**config.mk**
```make
export PLATFORM = sky130hd
export DESIGN_NAME = csi2tx_ldl_pkt_tracker_flat
export DESIGN_NICKNAME = d
export VERILOG_FILES = /design/src/rtl/csi2tx_pkg.sv /design/src/rtl/csi2tx_ldl_pkt_tracker_if.sv /design/src/rtl/csi2tx_lane_popcount.sv /design/src/rtl/csi2tx_ldl_pkt_tracker.sv /design/src/flat_wrapper.sv
export SDC_FILE = /design/constraint.sdc
export NUM_CORES = 1
export LEC_CHECK = 0
export BUFFER_PORTS_ARGS = -buffer_cell sky130_fd_sc_hd__buf_2
export CAP_MARGIN = 0
export CORE_ASPECT_RATIO = 2
export CORE_MARGIN = 2
export CORE_UTILIZATION = 35
export CTS_CLUSTER_SIZE = 10
export DETAILED_ROUTE_END_ITERATION = 6
export SLEW_MARGIN = 20
export SYNTH_ARGS = -nofsm -noshare
export SYNTH_HDL_FRONTEND = slang
export SYNTH_SLANG_ARGS = --single-unit
```
**constraint.sdc**
```tcl
create_clock -name txbyteclkhs -period 3 [get_ports txbyteclkhs]
set_clock_uncertainty 0.2 [all_clocks]
set_input_delay 0.6 -clock txbyteclkhs [delete_from_list [all_inputs] [get_ports txbyteclkhs]]
set_output_delay 0.6 -clock txbyteclkhs [all_outputs]
set_load 0.05 [all_outputs]
```
**src/rtl/csi2tx_pkg.sv**
```systemverilog
// rtl/csi2tx_pkg.sv - shared constants and helpers for the CSI-2 TX low-level packet tracker
package csi2tx_pkg;

    localparam logic [1:0] IDLE   = 2'b00;
    localparam logic [1:0] ACTIVE = 2'b01;
    localparam logic [1:0] DONE   = 2'b10;

    localparam int unsigned SHORT_PKT_BYTES = 4;
    localparam int unsigned PH_PF_BYTES     = 6;
    localparam int unsigned FIFO_WORD_BYTES = 8;

    localparam logic [5:0]  SHORT_DT_MAX = 6'h0F;
    localparam logic [16:0] RD_CNT_MAX   = 17'h1FFFF;

    // Bytes on the wire for a packet: a short packet is only its 4-byte header,
    // a long packet adds the payload (WC bytes) and the 2-byte footer.
    function automatic logic [16:0] pkt_byte_total(input logic [5:0] dt, input logic [15:0] wc);
        if (dt <= SHORT_DT_MAX) begin
            return 17'(SHORT_PKT_BYTES);
        end
        return 17'(PH_PF_BYTES) + {1'b0, wc};
    endfunction

endpackage

```
**src/rtl/csi2tx_ldl_pkt_tracker_if.sv**
```systemverilog
// rtl/csi2tx_ldl_pkt_tracker_if.sv - FIFO, lane and status signals of the packet tracker
interface csi2tx_ldl_pkt_tracker_if;
    logic        forcetxstopmode;
    logic        fifo_rd_en;
    logic [63:0] fifo_dout;
    logic        header_info;
    logic [7:0]  txrequesths;
    logic [7:0]  txreadyhs;
    logic [63:0] fifo_rd_data;
    logic [63:0] fifo_rd_data_d;
    logic        short_packet;
    logic [16:0] validated_word_cnt;
    logic        eop_rd;
    logic        eop_wr;

    modport master (
        output forcetxstopmode, fifo_rd_en, fifo_dout, header_info, txrequesths, txreadyhs,
        input  fifo_rd_data, fifo_rd_data_d, short_packet, validated_word_cnt, eop_rd, eop_wr
    );

    modport slave (
        input  forcetxstopmode, fifo_rd_en, fifo_dout, header_info, txrequesths, txreadyhs,
        output fifo_rd_data, fifo_rd_data_d, short_packet, validated_word_cnt, eop_rd, eop_wr
    );
endinterface

```
**src/rtl/csi2tx_lane_popcount.sv**
```systemverilog
// rtl/csi2tx_lane_popcount.sv - number of lanes requesting HS in a cycle
module csi2tx_lane_popcount (
    input  logic [7:0] lanes_i,
    output logic [3:0] cnt_o
);

    // Sum the per-lane request bits.
    always_comb begin
        cnt_o = 4'd0;
        for (int i = 0; i < 8; i++) begin
            cnt_o = cnt_o + {3'b000, lanes_i[i]};
        end
    end

endmodule

```
**src/rtl/csi2tx_ldl_pkt_tracker.sv**
```systemverilog
// rtl/csi2tx_ldl_pkt_tracker.sv - tracks bytes read from the FIFO and accepted by the PHY per packet
module csi2tx_ldl_pkt_tracker
    import csi2tx_pkg::*;
(
    input  logic                      txbyteclkhs,
    input  logic                      txbyteclkhs_rst_n,
    csi2tx_ldl_pkt_tracker_if.slave   bus
);

    logic [1:0]  state_q, state_d;
    logic        rd_d_q;
    logic [63:0] rd_data_q, rd_data_d_q;
    logic        short_q, short_d;
    logic [16:0] total_q, total_d;
    logic [16:0] cnt_q, cnt_d;
    logic [16:0] rd_cnt_q, rd_cnt_d;
    logic        eop_rd_q, eop_wr_q;
    logic [3:0]  lane_cnt;
    logic        beat;
    logic        unused_rdy;

    // Only lane 0 ready qualifies a beat; the other ready bits are ignored.
    assign unused_rdy = ^bus.txreadyhs[7:1];

    csi2tx_lane_popcount u_popcount (
        .lanes_i (bus.txrequesths),
        .cnt_o   (lane_cnt)
    );

    assign beat = (state_q == ACTIVE) && bus.txreadyhs[0] && bus.txrequesths[0];

    // Next-state: header reloads everything, beats drain the PHY count, reads grow the FIFO count.
    always_comb begin
        state_d  = state_q;
        short_d  = short_q;
        total_d  = total_q;
        cnt_d    = cnt_q;
        rd_cnt_d = rd_cnt_q;
        if (bus.header_info) begin
            state_d  = ACTIVE;
            short_d  = (bus.fifo_dout[5:0] <= SHORT_DT_MAX);
            total_d  = pkt_byte_total(bus.fifo_dout[5:0], bus.fifo_dout[23:8]);
            cnt_d    = total_d;
            rd_cnt_d = 17'(FIFO_WORD_BYTES);
        end else if (state_q == ACTIVE) begin
            if (beat) begin
                cnt_d = (cnt_q > {13'd0, lane_cnt}) ? cnt_q - {13'd0, lane_cnt} : 17'd0;
                if (cnt_d == 17'd0) begin
                    state_d = DONE;
                end
            end
            if (bus.fifo_rd_en) begin
                rd_cnt_d = (rd_cnt_q > RD_CNT_MAX - 17'(FIFO_WORD_BYTES)) ?
                           RD_CNT_MAX : rd_cnt_q + 17'(FIFO_WORD_BYTES);
            end
        end else if ((state_q == DONE) && (bus.txrequesths == 8'h00)) begin
            state_d = IDLE;
        end
    end

    // Packet tracking registers; abort clears them like reset.
    always_ff @(posedge txbyteclkhs or negedge txbyteclkhs_rst_n) begin
        if (!txbyteclkhs_rst_n) begin
            state_q  <= IDLE;
            short_q  <= 1'b0;
            total_q  <= 17'd0;
            cnt_q    <= 17'd0;
            rd_cnt_q <= 17'd0;
            eop_rd_q <= 1'b0;
            eop_wr_q <= 1'b0;
        end else if (bus.forcetxstopmode) begin
            state_q  <= IDLE;
            short_q  <= 1'b0;
            total_q  <= 17'd0;
            cnt_q    <= 17'd0;
            rd_cnt_q <= 17'd0;
            eop_rd_q <= 1'b0;
            eop_wr_q <= 1'b0;
        end else begin
            state_q  <= state_d;
            short_q  <= short_d;
            total_q  <= total_d;
            cnt_q    <= cnt_d;
            rd_cnt_q <= rd_cnt_d;
            eop_rd_q <= (state_q == ACTIVE) && (rd_cnt_q >= total_q);
            eop_wr_q <= (state_d == DONE);
        end
    end

    // Two-deep staging of FIFO words, loaded the cycle after each read strobe.
    always_ff @(posedge txbyteclkhs or negedge txbyteclkhs_rst_n) begin
        if (!txbyteclkhs_rst_n) begin
            rd_d_q      <= 1'b0;
            rd_data_q   <= 64'd0;
            rd_data_d_q <= 64'd0;
        end else if (bus.forcetxstopmode) begin
            rd_d_q      <= 1'b0;
            rd_data_q   <= 64'd0;
            rd_data_d_q <= 64'd0;
        end else begin
            rd_d_q <= bus.fifo_rd_en;
            if (rd_d_q) begin
                rd_data_q   <= bus.fifo_dout;
                rd_data_d_q <= rd_data_q;
            end
        end
    end

    assign bus.fifo_rd_data       = rd_data_q;
    assign bus.fifo_rd_data_d     = rd_data_d_q;
    assign bus.short_packet       = short_q;
    assign bus.validated_word_cnt = cnt_q;
    assign bus.eop_rd             = eop_rd_q;
    assign bus.eop_wr             = eop_wr_q;

endmodule

```
**src/flat_wrapper.sv**
```systemverilog
// flat-port wrapper written by rule: the top's interface ports become plain ports
module csi2tx_ldl_pkt_tracker_flat import csi2tx_pkg::*;
  (txbyteclkhs, txbyteclkhs_rst_n, bus_forcetxstopmode, bus_fifo_rd_en, bus_fifo_dout, bus_header_info, bus_txrequesths, bus_txreadyhs, bus_fifo_rd_data, bus_fifo_rd_data_d, bus_short_packet, bus_validated_word_cnt, bus_eop_rd, bus_eop_wr);
  csi2tx_ldl_pkt_tracker_if bus_i ();
  input  logic txbyteclkhs;
  input  logic txbyteclkhs_rst_n;
  input wire logic [$bits(bus_i.forcetxstopmode)-1:0] bus_forcetxstopmode;
  input wire logic [$bits(bus_i.fifo_rd_en)-1:0] bus_fifo_rd_en;
  input wire logic [$bits(bus_i.fifo_dout)-1:0] bus_fifo_dout;
  input wire logic [$bits(bus_i.header_info)-1:0] bus_header_info;
  input wire logic [$bits(bus_i.txrequesths)-1:0] bus_txrequesths;
  input wire logic [$bits(bus_i.txreadyhs)-1:0] bus_txreadyhs;
  output wire logic [$bits(bus_i.fifo_rd_data)-1:0] bus_fifo_rd_data;
  output wire logic [$bits(bus_i.fifo_rd_data_d)-1:0] bus_fifo_rd_data_d;
  output wire logic [$bits(bus_i.short_packet)-1:0] bus_short_packet;
  output wire logic [$bits(bus_i.validated_word_cnt)-1:0] bus_validated_word_cnt;
  output wire logic [$bits(bus_i.eop_rd)-1:0] bus_eop_rd;
  output wire logic [$bits(bus_i.eop_wr)-1:0] bus_eop_wr;
  assign bus_i.forcetxstopmode = bus_forcetxstopmode;
  assign bus_i.fifo_rd_en = bus_fifo_rd_en;
  assign bus_i.fifo_dout = bus_fifo_dout;
  assign bus_i.header_info = bus_header_info;
  assign bus_i.txrequesths = bus_txrequesths;
  assign bus_i.txreadyhs = bus_txreadyhs;
  assign bus_fifo_rd_data = bus_i.fifo_rd_data;
  assign bus_fifo_rd_data_d = bus_i.fifo_rd_data_d;
  assign bus_short_packet = bus_i.short_packet;
  assign bus_validated_word_cnt = bus_i.validated_word_cnt;
  assign bus_eop_rd = bus_i.eop_rd;
  assign bus_eop_wr = bus_i.eop_wr;
  csi2tx_ldl_pkt_tracker u_core (.txbyteclkhs(txbyteclkhs), .txbyteclkhs_rst_n(txbyteclkhs_rst_n), .bus(bus_i));
endmodule
```
After elaboration in Yosys (flattened, before gate mapping)
Cells that the tools add are included.
- eq/ne operators: 3
- add/sub/neg operators: 10
- mux-type cells: 31
- reduce and logical (&&, ||, !) cells: 13
- $lt $le $gt $ge: 4
- operators with widths (cell ; count):
    64-bit 2-to-1 mux ; 4
    17-bit 2-to-1 mux ; 14
    17-bit by 4-bit adder with 17-bit output (second input constant) ; 1
    3-bit by 16-bit adder with 17-bit output (first input constant) ; 1
    17-bit >= comparator ; 1
    17-bit greater-than comparator (second input constant) ; 1
    17-bit by 4-bit greater-than comparator with 1-bit output ; 1
    17-bit zero test ; 1
    17-bit by 4-bit subtractor with 17-bit output ; 1
    4-bit by 1-bit adder with 4-bit output ; 4
    2-bit 2-to-1 mux ; 6
    3-bit nonzero test ; 3
    8-bit zero test ; 1
    1-bit 2-to-1 mux ; 7
    6-bit by 4-bit less-or-equal comparator with 1-bit output (second input constant) ; 1
    3-bit by 1-bit adder with 4-bit output ; 1
    2-bit equality test (second input constant) ; 2
    1-bit logical AND ; 4
    2-bit AND reduction ; 2
    2-bit nonzero test ; 2
    2-bit by 1-bit adder with 3-bit output ; 1
    1-bit by 1-bit adder with 2-bit output ; 1
    2-bit by 1-bit equality test with 1-bit output (second input constant) ; 1
- output and inout bits: 148
- input port bits: 85
- register bits after elaboration: 185
- logic and storage cells: 71

Longest topological paths before layout
Gate-level depths: netlist of run 1.
- depth after elaboration: 16
- depth in mapped cells: 17
- gate-level depth less buffers: 16

Modules after synthesis
From an unflattened synthesis of run 1, not the netlist that was laid out.
- cell total of the unflattened synthesis: 899
- area total of the unflattened synthesis: 9168.8 sq um
- by module, submodules not included (module ; cells an instance ; seq. area each (sq um) ; times used ; area each (sq um)):
    csi2tx_ldl_pkt_tracker ; 875 ; 4579.4 ; 1 ; 8978.6
    csi2tx_lane_popcount ; 24 ; 0.0 ; 1 ; 190.2

Least setup slack after synthesis of run 1
No wires, ideal clock.
- kind: input to register
- start point: input port bus_txrequesths[0]
- end point: register u_core.state_q[0]
- stages: 16
- setup slack: -1823 ps
- arrival time: 4502 ps
- cells stage by stage: inv_1 fa_1 fa_1 fa_1 inv_1 ha_1 inv_1 fa_1 xor2_1 ha_1 nor2b_1 o21ai_0 a31oi_1 a2111oi_0 nand4_1 a41o_1
- word-level cells in the longest chain between the ends: 15
- ends and longest elaborated chain (element ; RTL line ; text):
    start: declaration ; flat_wrapper.sv:11 ; input wire logic [$bits(bus_i.txrequesths)-1:0] bus_txrequesths;
    1-bit by 1-bit adder with 2-bit output ; csi2tx_lane_popcount.sv:11 ; cnt_o = cnt_o + {3'b000, lanes_i[i]};
    2-bit by 1-bit adder with 3-bit output ; csi2tx_lane_popcount.sv:11 ;
    3-bit by 1-bit adder with 4-bit output ; csi2tx_lane_popcount.sv:11 ;
    4-bit by 1-bit adder with 4-bit output (4 in a row) ; csi2tx_lane_popcount.sv:11 ;
    17-bit by 4-bit subtractor with 17-bit output or 17-bit by 4-bit greater-than comparator with 1-bit output (tied branches) ; csi2tx_ldl_pkt_tracker.sv:47 ; cnt_d = (cnt_q > {13'd0, lane_cnt}) ? cnt_q - {13'd0, lane_cnt} : 17'd0;
    17-bit 2-to-1 mux ; csi2tx_ldl_pkt_tracker.sv:47 ;
    17-bit zero test ; csi2tx_ldl_pkt_tracker.sv:48 ; if (cnt_d == 17'd0) begin
    2-bit 2-to-1 mux ; csi2tx_ldl_pkt_tracker.sv:48 ;
    2-bit 2-to-1 mux ; csi2tx_ldl_pkt_tracker.sv:46 ; if (beat) begin
    2-bit 2-to-1 mux * ; csi2tx_ldl_pkt_tracker.sv:45 ; end else if (state_q == ACTIVE) begin
    2-bit 2-to-1 mux * ; csi2tx_ldl_pkt_tracker.sv:39 ; if (bus.header_info) begin
    2-bit 2-to-1 mux * ; csi2tx_ldl_pkt_tracker.sv:71 ; end else if (bus.forcetxstopmode) begin
    end signal: assignment ; csi2tx_ldl_pkt_tracker.sv:80 ; state_q <= state_d;
    end: declaration ; csi2tx_ldl_pkt_tracker.sv:10 ; logic [1:0] state_q, state_d;
Mark *: on every way between the ends. The rest lies on a longest branch, timed or not.
A chain may end at the register's enable or synchronous reset.

Worst setup path in the final report of run 1
Ends and elaborated chain as after synthesis.

==> impl_metrics.tcl, run 1 <==
set metrics [dict create \
    cts-htree-levels 4 \
    synth_seq_cells 183 \
    clk_latency_ns 0.44 \
    port_buffers 225 \
    vdd_drop_max_mv 0.485 \
    ios 233 \
    r2r_cells 6 \
    setup_viol 20 \
    violations "negative setup slack" \
    syn2layout_area_growth_pct 31.0 \
    cts.clk_slew.worst_paths_ns 0.08 \
    cts.sinks 183 \
    slew_viol_final 0 \
    grt_pass1_vias 7866 \
    synth.distinct_cells 63 \
    fin_cells 1520 \
    holdWs_ns 0.198 \
    max-slew-margin-rel_pct 55.8 \
    worstReg2RegEnd "u_core.state_q[0]" \
    pre_cts_ws_ns -2.08 \
    fin_area_sq_um 11900 \
    rsz0062_at_grt "yes" \
    nets 1285 \
    status "finished with violations" \
    final_common_cell "buf_2" \
    start_util_pct 35.6 \
    crit_start "bus_txrequesths[0]" \
    ys_seq_area_share_pct 50.2 \
    first_pass_iters 5 \
    drive_above_1_share_pct 31.8 \
    worst_pin_slew_ns 0.663 \
    tns_ns -24.47 \
    setup_slack_ns -1.43 \
    power_mw 7.56 \
    fin_crit_sh_pct 148 \
    num_vias 7778 \
    placement.cell_area_sq_um 11100 \
    multiInputGateArea_sq_um 4390 \
    cts_tree "built" \
    syn-cell-area_sq_um 9120 \
    path_class "in2reg" \
    cts_buffer_depth 2 \
    maxCapViolCount 0 \
    synthFlopType "dfrtp_1" \
    cts_root_buf "clkbuf_16" \
    max_clock_freq_mhz 226 \
    cts_buffers 17 \
    die_x_um 118 \
    r2r_start "u_core.bus.validated_word_cnt[9]" \
    crit_end "u_core.state_q[0]" \
    dp.cells 1478 \
    die_h_um 232 \
    seq_area_sq_um 4580 \
    core_sq_um 25700 \
    routedWlPerCell_um 18.5 \
    drt-total-wl_um 28200 \
    avgSynthCellArea_sq_um 10.1 \
    layout_common_cells "222 x buf_2, 182 x dfrtp_1, 170 x nor2_1" \
    r2r_slack_ns 0.41 \
    synth-edff-count 0 \
    required_ns 3.14 \
    final_core_util_pct 46.6 \
    critPathMaxFanout 3 \
    grt_first_pass_wirelength_um 43800 \
    syn_inst 900 \
    ant_nets 0 \
    gr-usage-all-layers_pct 20.6 \
    drt_iter0_drc 412 \
    worstPathArrival_ns 4.57 \
    p_leak_nw 6.01 \
    async_reset_ff_share_pct 100 \
    finalWeightedCongestion 1.00 \
    hp-class "in2reg" \
    startpoint_type "primary input" \
    antenna_cells 0 \
    ys_warn_count 0 \
    dp_hpwl_um 21100 \
    fin_crit_ns 4.43 \
    grt_overflow 0 \
    hold_violations 0 \
    antenna_found_initial 0 \
    drc 0 \
    cp-end-kind "flop" \
    fill_cells 2481 \
    synth_nets 1018 \
    pwr_density_cell_nw_per_um2 633 \
    vias_per_cell 5.12 \
    rows 83 \
    die_area_sq_um 27400 \
    grt_max_degree 92 \
]
==> sequential cells by signal, summed over array words and instances, names as in the netlist <==
signal	cells
u_core.bus.eop_rd	1
u_core.bus.eop_wr	1
u_core.bus.fifo_rd_data	64
u_core.bus.fifo_rd_data_d	64
u_core.bus.short_packet	1
u_core.bus.validated_word_cnt	17
u_core.rd_cnt_q	15
u_core.rd_d_q	1
u_core.state_q	2
u_core.total_q	17
==> layer usage <==
layer  part of all wire (%)  up-vias  wire (um)  track usage (%)
li1                       -     3667          -                -
met1                     36     3800      10200             21.7
met3                    4.4       70       1240             4.32
met5                      0        -          0                0
met2                     55      241      15400             37.8
met4                    4.8        0       1350             11.3
==> layout make-up <==
type | count | area share, %
Sequential cell | 183 | 38.4
Multi-Input combinational cell | 622 | 36.8
Timing Repair Buffer | 294 | 14.5
Clock buffer | 17 | 3.56
Tap cell | 340 | 3.56
Inverter | 49 | 1.64
Clock inverter | 15 | 1.56
==> synth_stat cells, types with 4 or more instances <==
master,count,share of area (%)
a21o_1,9,0.74
nand2b_1,6,0.41
nand3_1,20,1.1
nand2_1,42,1.7
mux2i_1,132,14
fa_1,5,1.1
xor2_1,9,0.86
xnor2_1,9,0.86
dfrtp_1,183,50
nor2_1,172,7.1
clkbuf_1,32,1.3
a21oi_1,44,2.4
o31ai_1,4,0.33
nor2b_1,5,0.34
ha_1,28,3.8
o21ai_0,18,0.99
and3_1,7,0.48
nand4_1,14,0.96
nor4_1,6,0.41
buf_1,11,0.45
o22ai_1,12,0.82
nor3_1,7,0.38
a31oi_1,15,1.0
inv_1,48,2.0
a21boi_0,4,0.33
==> worst max-delay path: stages <==
cell and delay, ns:
buf_12 0.09, inv_12 0.03, fa_1 0.54, fa_1 0.43, fa_1 0.46, inv_2 0.08, ha_4 0.13, inv_2 0.03
fa_2 0.55, inv_2 0.04, fa_2 0.38, nor2b_4 0.16, o21a_1 0.16, mux2i_1 0.10, a2111oi_2 0.30, nand4_1 0.25
a41o_1 0.25
==> kinds of logic (layout without fill, tap and decap cells) <==
kind of cell | count (synthesis) | in the layout | share of synthesized area, %
AND/OR/NAND/NOR | 300 | 300 | 14.8
flip-flops | 183 | 183 | 50.2
AO/OA/AOI/OAI | 138 | 138 | 9.67
multiplexers | 133 | 133 | 14.6
buffers and inverters | 95 | 375 | 4.07
adder cells (fa/ha/maj) | 33 | 33 | 4.94
XOR/XNOR | 18 | 18 | 1.73
==> report_power, final <==
part	internal [mW]	total, mW	switching (mW)	leakage [nW]
Combinational	1.04	2.54	1.51	3.23
Sequential	2.58	2.70	0.116	2.49
Clock	1.20	2.32	1.12	0.287
==> repair_timing <==
item,CTS,global route
setup buffers,7,3
pin swaps,16,17
endpoints found under the hold margin,60,0
gates resized for setup,24,13
hold buffers,1,0
setup endpoints to repair,20,20
==> how the worst min path moves through the flow <==
stage	startpoint	to	slack, ns	depth (start not counted)
6_report	bus_fifo_dout[1]	u_core.bus.fifo_rd_data[1]	0.20	3
5_1_grt	bus_fifo_dout[52]	u_core.bus.fifo_rd_data[52]	0.18	3
4_1_cts	bus_fifo_dout[52]	u_core.bus.fifo_rd_data[52]	0.18	3
3_5_place_dp	u_core.bus.fifo_rd_data_d[6]	u_core.bus.fifo_rd_data_d[6]	0.30	2
3_3_place_gp	u_core.bus.fifo_rd_data_d[58]	u_core.bus.fifo_rd_data_d[58]	0.30	2
2_1_floorplan	txbyteclkhs_rst_n	u_core.bus.eop_rd	0.10	0
No activity file was read; power rests on OpenSTA's default activity.
==> run 2: changes to the inputs <==
Settings changed: REMOVE_ABC_BUFFERS set to 1, SYNTH_HIERARCHICAL set to 1.
==> impl_metrics.tcl, run 2 <==
set metrics [dict create \
    maxCapViolCount 0 \
    cts.clk_slew.worst_paths_ns 0.07 \
    layout_common_cells "221 x buf_2, 182 x dfrtp_1, 166 x nor2_1" \
    max_clock_freq_mhz 206 \
    rsz0062_at_grt "yes" \
    holdPathStages 3 \
    syn-cell-area_sq_um 9170 \
    yosysTopAreaCellShare_pct 49.9 \
    synth-edff-count 0 \
    synth.most_common_cell "dfrtp_1" \
    hold_violations 0 \
    synth.area.top_cells "dfrtp_1 50%, mux2i_1 14%, nor2_1 6.8%" \
    core_sq_um 25800 \
    ys_warn_count 6 \
    ys_seq_area_share_pct 49.9 \
    antenna_cells 0 \
    die_h_um 233 \
    avgSynthCellArea_sq_um 10.2 \
    synth_commonest_cells "183 x dfrtp_1, 167 x nor2_1, 131 x mux2i_1" \
    routedWlPerCell_um 18.8 \
    cts_buffer_depth 2 \
    rows 83 \
    cts_buffers 17 \
    yosysTopAreaCell "dfrtp_1" \
    placement.cell_area_sq_um 11200 \
    required_ns 3.13 \
    dp_hpwl_um 21700 \
    violations "negative setup slack" \
    startpoint_type "primary input" \
    cts_root_buf "clkbuf_16" \
    r2r_cells 7 \
    setup_slack_ns -1.85 \
    async_reset_ff_share_pct 100 \
    cts.sinks 183 \
    hold_path_end "u_core/bus.fifo_rd_data[61]" \
    die_area_sq_um 27600 \
    final_core_util_pct 47.2 \
    setup_viol 20 \
    num_vias 7884 \
    drc 0 \
    finalWeightedCongestion 0.945 \
    synth_seq_cells 183 \
    r2r_start "u_core/bus.validated_word_cnt[9]" \
    grt_pass1_vias 8309 \
    grt_overflow 0 \
    final_common_cell "buf_2" \
    r2r_slack_ns -0.10 \
    p_leak_nw 6.08 \
    nets 1296 \
    syn2layout_area_growth_pct 32.6 \
    fin_area_sq_um 12200 \
    power_mw 7.66 \
    clk_latency_ns 0.44 \
    vdd_drop_max_mv 0.376 \
    cts_tree "built" \
    slew_viol_final 0 \
    worstPathArrival_ns 4.98 \
    cts-htree-levels 4 \
    start_util_pct 35.6 \
    status "finished with violations" \
    holdWs_ns 0.203 \
    pwr_density_cell_nw_per_um2 630 \
    drive_above_1_share_pct 33.2 \
    worstHoldStart "bus_fifo_dout[61]" \
    hp-class "in2reg" \
    port_buffers 225 \
    fin_crit_sh_pct 162 \
    fin_crit_ns 4.85 \
    first_pass_iters 5 \
    synthFlopType "dfrtp_1" \
    grt_first_pass_wirelength_um 45000 \
    worstReg2RegEnd "u_core/bus.validated_word_cnt[14]" \
    drt_iter0_drc 328 \
    max-slew-margin-rel_pct 60.1 \
    vias_per_cell 5.15 \
    synth.distinct_cells 61 \
    worst_pin_slew_ns 0.592 \
    gr-usage-all-layers_pct 21.1 \
    drt-total-wl_um 28800 \
    pre_cts_ws_ns -2.63 \
    critPathMaxFanout 5 \
    syn_inst 899 \
    ant_nets 0 \
    grt_max_degree 101 \
    ios 233 \
    antenna_found_initial 1 \
    die_x_um 118 \
    cp-end-kind "flop" \
    path_class "in2reg" \
]
## run 2: worst max path at each step
| stage | startpoint | to | slack (ns) | cells after the start |
|---|---|---|---|---|
| floorplan | bus_txrequesths[0] | u_core/state_q[0] | -2.26 | 17 |
| global placement | bus_txrequesths[0] | u_core/state_q[1] | -2.54 | 20 |
| detailed placement | bus_txrequesths[0] | u_core/state_q[1] | -2.63 | 20 |
| CTS | bus_txrequesths[3] | u_core/state_q[0] | -1.84 | 20 |
| global route | bus_txrequesths[3] | u_core/state_q[0] | -1.98 | 20 |
| finish | bus_txrequesths[3] | u_core/state_q[0] | -1.85 | 20 |
## run 2: repair_timing
item | in CTS | in global routing
hold buffers | 1 | 0
setup endpoints to repair | 20 | 20
resized for setup | 56 | 14
gates cloned | 0 | 0
buffers inserted | 10 | 0
hold endpoints to repair | 48 | 0
pin swaps | 36 | 21
## run 2: area by class of cell
type / count / area, sq um
clock inverter: 12 / 165
clock buffer: 19 / 453
inverter: 50 / 188
timing repair buffer: 309 / 1860
tap: 340 / 425
sequential: 183 / 4580
fill: 2570 / 13600
multi-input combinational: 618 / 4480
## run 2: power breakdown
part           leakage, nW  internal, mW  switching, mW
Clock                0.304          1.37          0.991
Combinational         3.29          1.07           1.55
Sequential            2.49          2.58          0.101
## run 2: logic make-up (layout without fill, tap and decap cells)
| group | count (synthesis) | after routing | synth area share, % |
|---|---|---|---|
| xor gates and xnor gates | 16 | 16 | 1.53 |
| muxes | 131 | 131 | 14.3 |
| adders and majority gates | 32 | 32 | 4.78 |
| DFF | 183 | 183 | 49.9 |
| AOI/OAI and AO/OA | 148 | 148 | 10.9 |
| buffers and inverters | 98 | 390 | 4.04 |
| and+or+nand+nor | 291 | 291 | 14.5 |
## run 2: worst max-delay path, cell delays in order
cell and delay, ns:
buf_6 0.07, inv_2 0.03, fa_1 0.55, fa_1 0.44, fa_1 0.46, inv_1 0.07, ha_2 0.18, inv_2 0.04
fa_2 0.56, inv_2 0.03, inv_2 0.06, buf_6 0.10, ha_4 0.19, nor2b_4 0.13, o31a_4 0.36, buf_6 0.14
nor4_4 0.17, xnor2_1 0.12, a2111o_1 0.44, a32o_1 0.24
## run 2: per-layer routing
layer,wire length (um),vias to the layer above,GRT usage (%)
li1,-,3701,-
met1,9960,3833,20.9
met2,15800,265,39.7
met3,1360,83,4.04
met4,1680,2,13.0
met5,7,-,0
## run 2: through the flow
stage	cells	TNS [ns]
after global routing	1531	-36.03
after floorplan	851	-265.57
final	1531	-33.44
after detailed placement	1492	-46.13
after global placement	1492	-44.97
after CTS	1532	-33.27
==> run 3: changes to the inputs <==
Settings changed: GPL_TIMING_DRIVEN set to 0.
==> impl_metrics.tcl, run 3 (synthesized netlist as in run 2, its figures left out) <==
set metrics [dict create \
    cts-htree-levels 4 \
    grt_first_pass_wirelength_um 42000 \
    cts_buffer_depth 2 \
    violations "negative setup slack" \
    grt_max_degree 94 \
    max-slew-margin-rel_pct 30.9 \
    critPathMaxFanout 3 \
    drc 0 \
    p_leak_nw 5.78 \
    routedWlPerCell_um 18.2 \
    drive_above_1_share_pct 29.9 \
    hp-class "in2reg" \
    cts_tree "built" \
    crit_start "bus_txrequesths[3]" \
    grt_overflow 0 \
    startpoint_type "primary input" \
    core_sq_um 25800 \
    die_x_um 118 \
    setup_viol 20 \
    die_area_sq_um 27600 \
    required_ns 3.14 \
    syn2layout_area_growth_pct 28.1 \
    cts_buffers 17 \
    status "finished with violations" \
    port_buffers 225 \
    fin_crit_ns 4.81 \
    cp-end-kind "flop" \
    rsz0062_at_grt "yes" \
    fin_cells 1473 \
    max_clock_freq_mhz 208 \
    maxCapViolCount 0 \
    rows 83 \
    antenna_found_initial 2 \
    r2r_cells 7 \
    cts.sinks 183 \
    drt-total-wl_um 26900 \
    clk_latency_ns 0.45 \
    drt_iter0_drc 355 \
    r2r_slack_ns -0.03 \
    gr-usage-all-layers_pct 19.6 \
    slew_viol_final 0 \
    num_vias 7551 \
    worstPathArrival_ns 4.95 \
    finalWeightedCongestion 0.888 \
    worstReg2RegEnd "u_core/bus.validated_word_cnt[5]" \
    final_common_cell "buf_2" \
    hold_violations 0 \
    ant_nets 0 \
    placement.cell_area_sq_um 10700 \
    nets 1236 \
    grt_pass1_vias 7747 \
    cts.clk_slew.worst_paths_ns 0.07 \
    path_class "in2reg" \
    setup_slack_ns -1.81 \
    cts_root_buf "clkbuf_16" \
    layout_common_cells "220 x buf_2, 182 x dfrtp_1, 165 x nor2_1" \
    ios 233 \
    worst_pin_slew_ns 1.04 \
    fin_area_sq_um 11700 \
    dp_hpwl_um 19300 \
    die_h_um 233 \
    start_util_pct 35.6 \
    pre_cts_ws_ns -2.72 \
    tns_ns -33.14 \
    fin_crit_sh_pct 160 \
    first_pass_iters 7 \
    vdd_drop_max_mv 0.418 \
    r2r_start "u_core/bus.validated_word_cnt[9]" \
    vias_per_cell 5.13 \
    holdWs_ns 0.193 \
    dp.cells 1421 \
    pwr_density_cell_nw_per_um2 616 \
    crit_end "u_core/state_q[0]" \
]
[run 3: stage by stage]
stage               power (mW)  utilization [%]
floorplan                 3.93                -
global placement          4.48             40.9
detailed placement        4.46             41.5
CTS                       7.18             45.1
global route              7.56             45.6
finish                    7.23             45.6
[run 3: worst min path at each step]
stage | startpoint | endpoint | slack (ns) | cells after the start
after CTS | bus_fifo_dout[54] | u_core/bus.fifo_rd_data[54] | 0.17 | 3
final | bus_fifo_dout[43] | u_core/bus.fifo_rd_data[43] | 0.19 | 3
after detailed placement | u_core/bus.fifo_rd_data_d[19] | u_core/bus.fifo_rd_data_d[19] | 0.30 | 2
after global placement | u_core/bus.fifo_rd_data_d[32] | u_core/bus.fifo_rd_data_d[32] | 0.30 | 2
after global routing | bus_fifo_dout[54] | u_core/bus.fifo_rd_data[54] | 0.19 | 3
after floorplan | txbyteclkhs_rst_n | u_core/bus.eop_rd | 0.10 | 0
[run 3: critical path, stage by stage]
cell and delay (ns):
buf_8 0.08, inv_4 0.03, fa_1 0.57, fa_1 0.45
fa_1 0.47, inv_1 0.07, ha_2 0.18, inv_2 0.05
fa_2 0.56, inv_2 0.03, inv_2 0.07, fa_2 0.47
nor3_2 0.23, nand3_1 0.11, nor4_1 0.21, o21ai_1 0.15
a2111o_1 0.41, a32o_1 0.23
[run 3: layout make-up]
class / count / area, sq um
Antenna cell: 1 / 2.50
Clock inverter: 14 / 141
Tap cell: 340 / 425
Fill cell: 2565 / 14000
Multi-Input combinational cell: 619 / 4480
Timing Repair Buffer: 248 / 1480
Inverter: 50 / 190
Clock buffer: 18 / 439
Sequential cell: 183 / 4580
[run 3: report_power, final]
group / switching, mW / total, mW / internal (mW)
Sequential: 0.145 / 2.73 / 2.58
Combinational: 1.37 / 2.27 / 0.897
Clock: 1.05 / 2.24 / 1.19
[run 3: timing repair]
action                                 4_1_cts  5_1_grt
setup endpoints to repair                   20       21
gates cloned                                 1        0
resized for setup                           54       20
setup buffers                               13        4
pin swaps                                   26       15
endpoints found under the hold margin       10        0
hold buffers                                 1        0
[run 3: per-layer routing]
layer	share of wire, %	GRT usage, %	up-vias
met5	0.041	0	-
met4	4.1	9.34	2
met3	4.8	4.51	58
met2	55	37.0	224
met1	36	20.1	3677
li1	-	-	3590
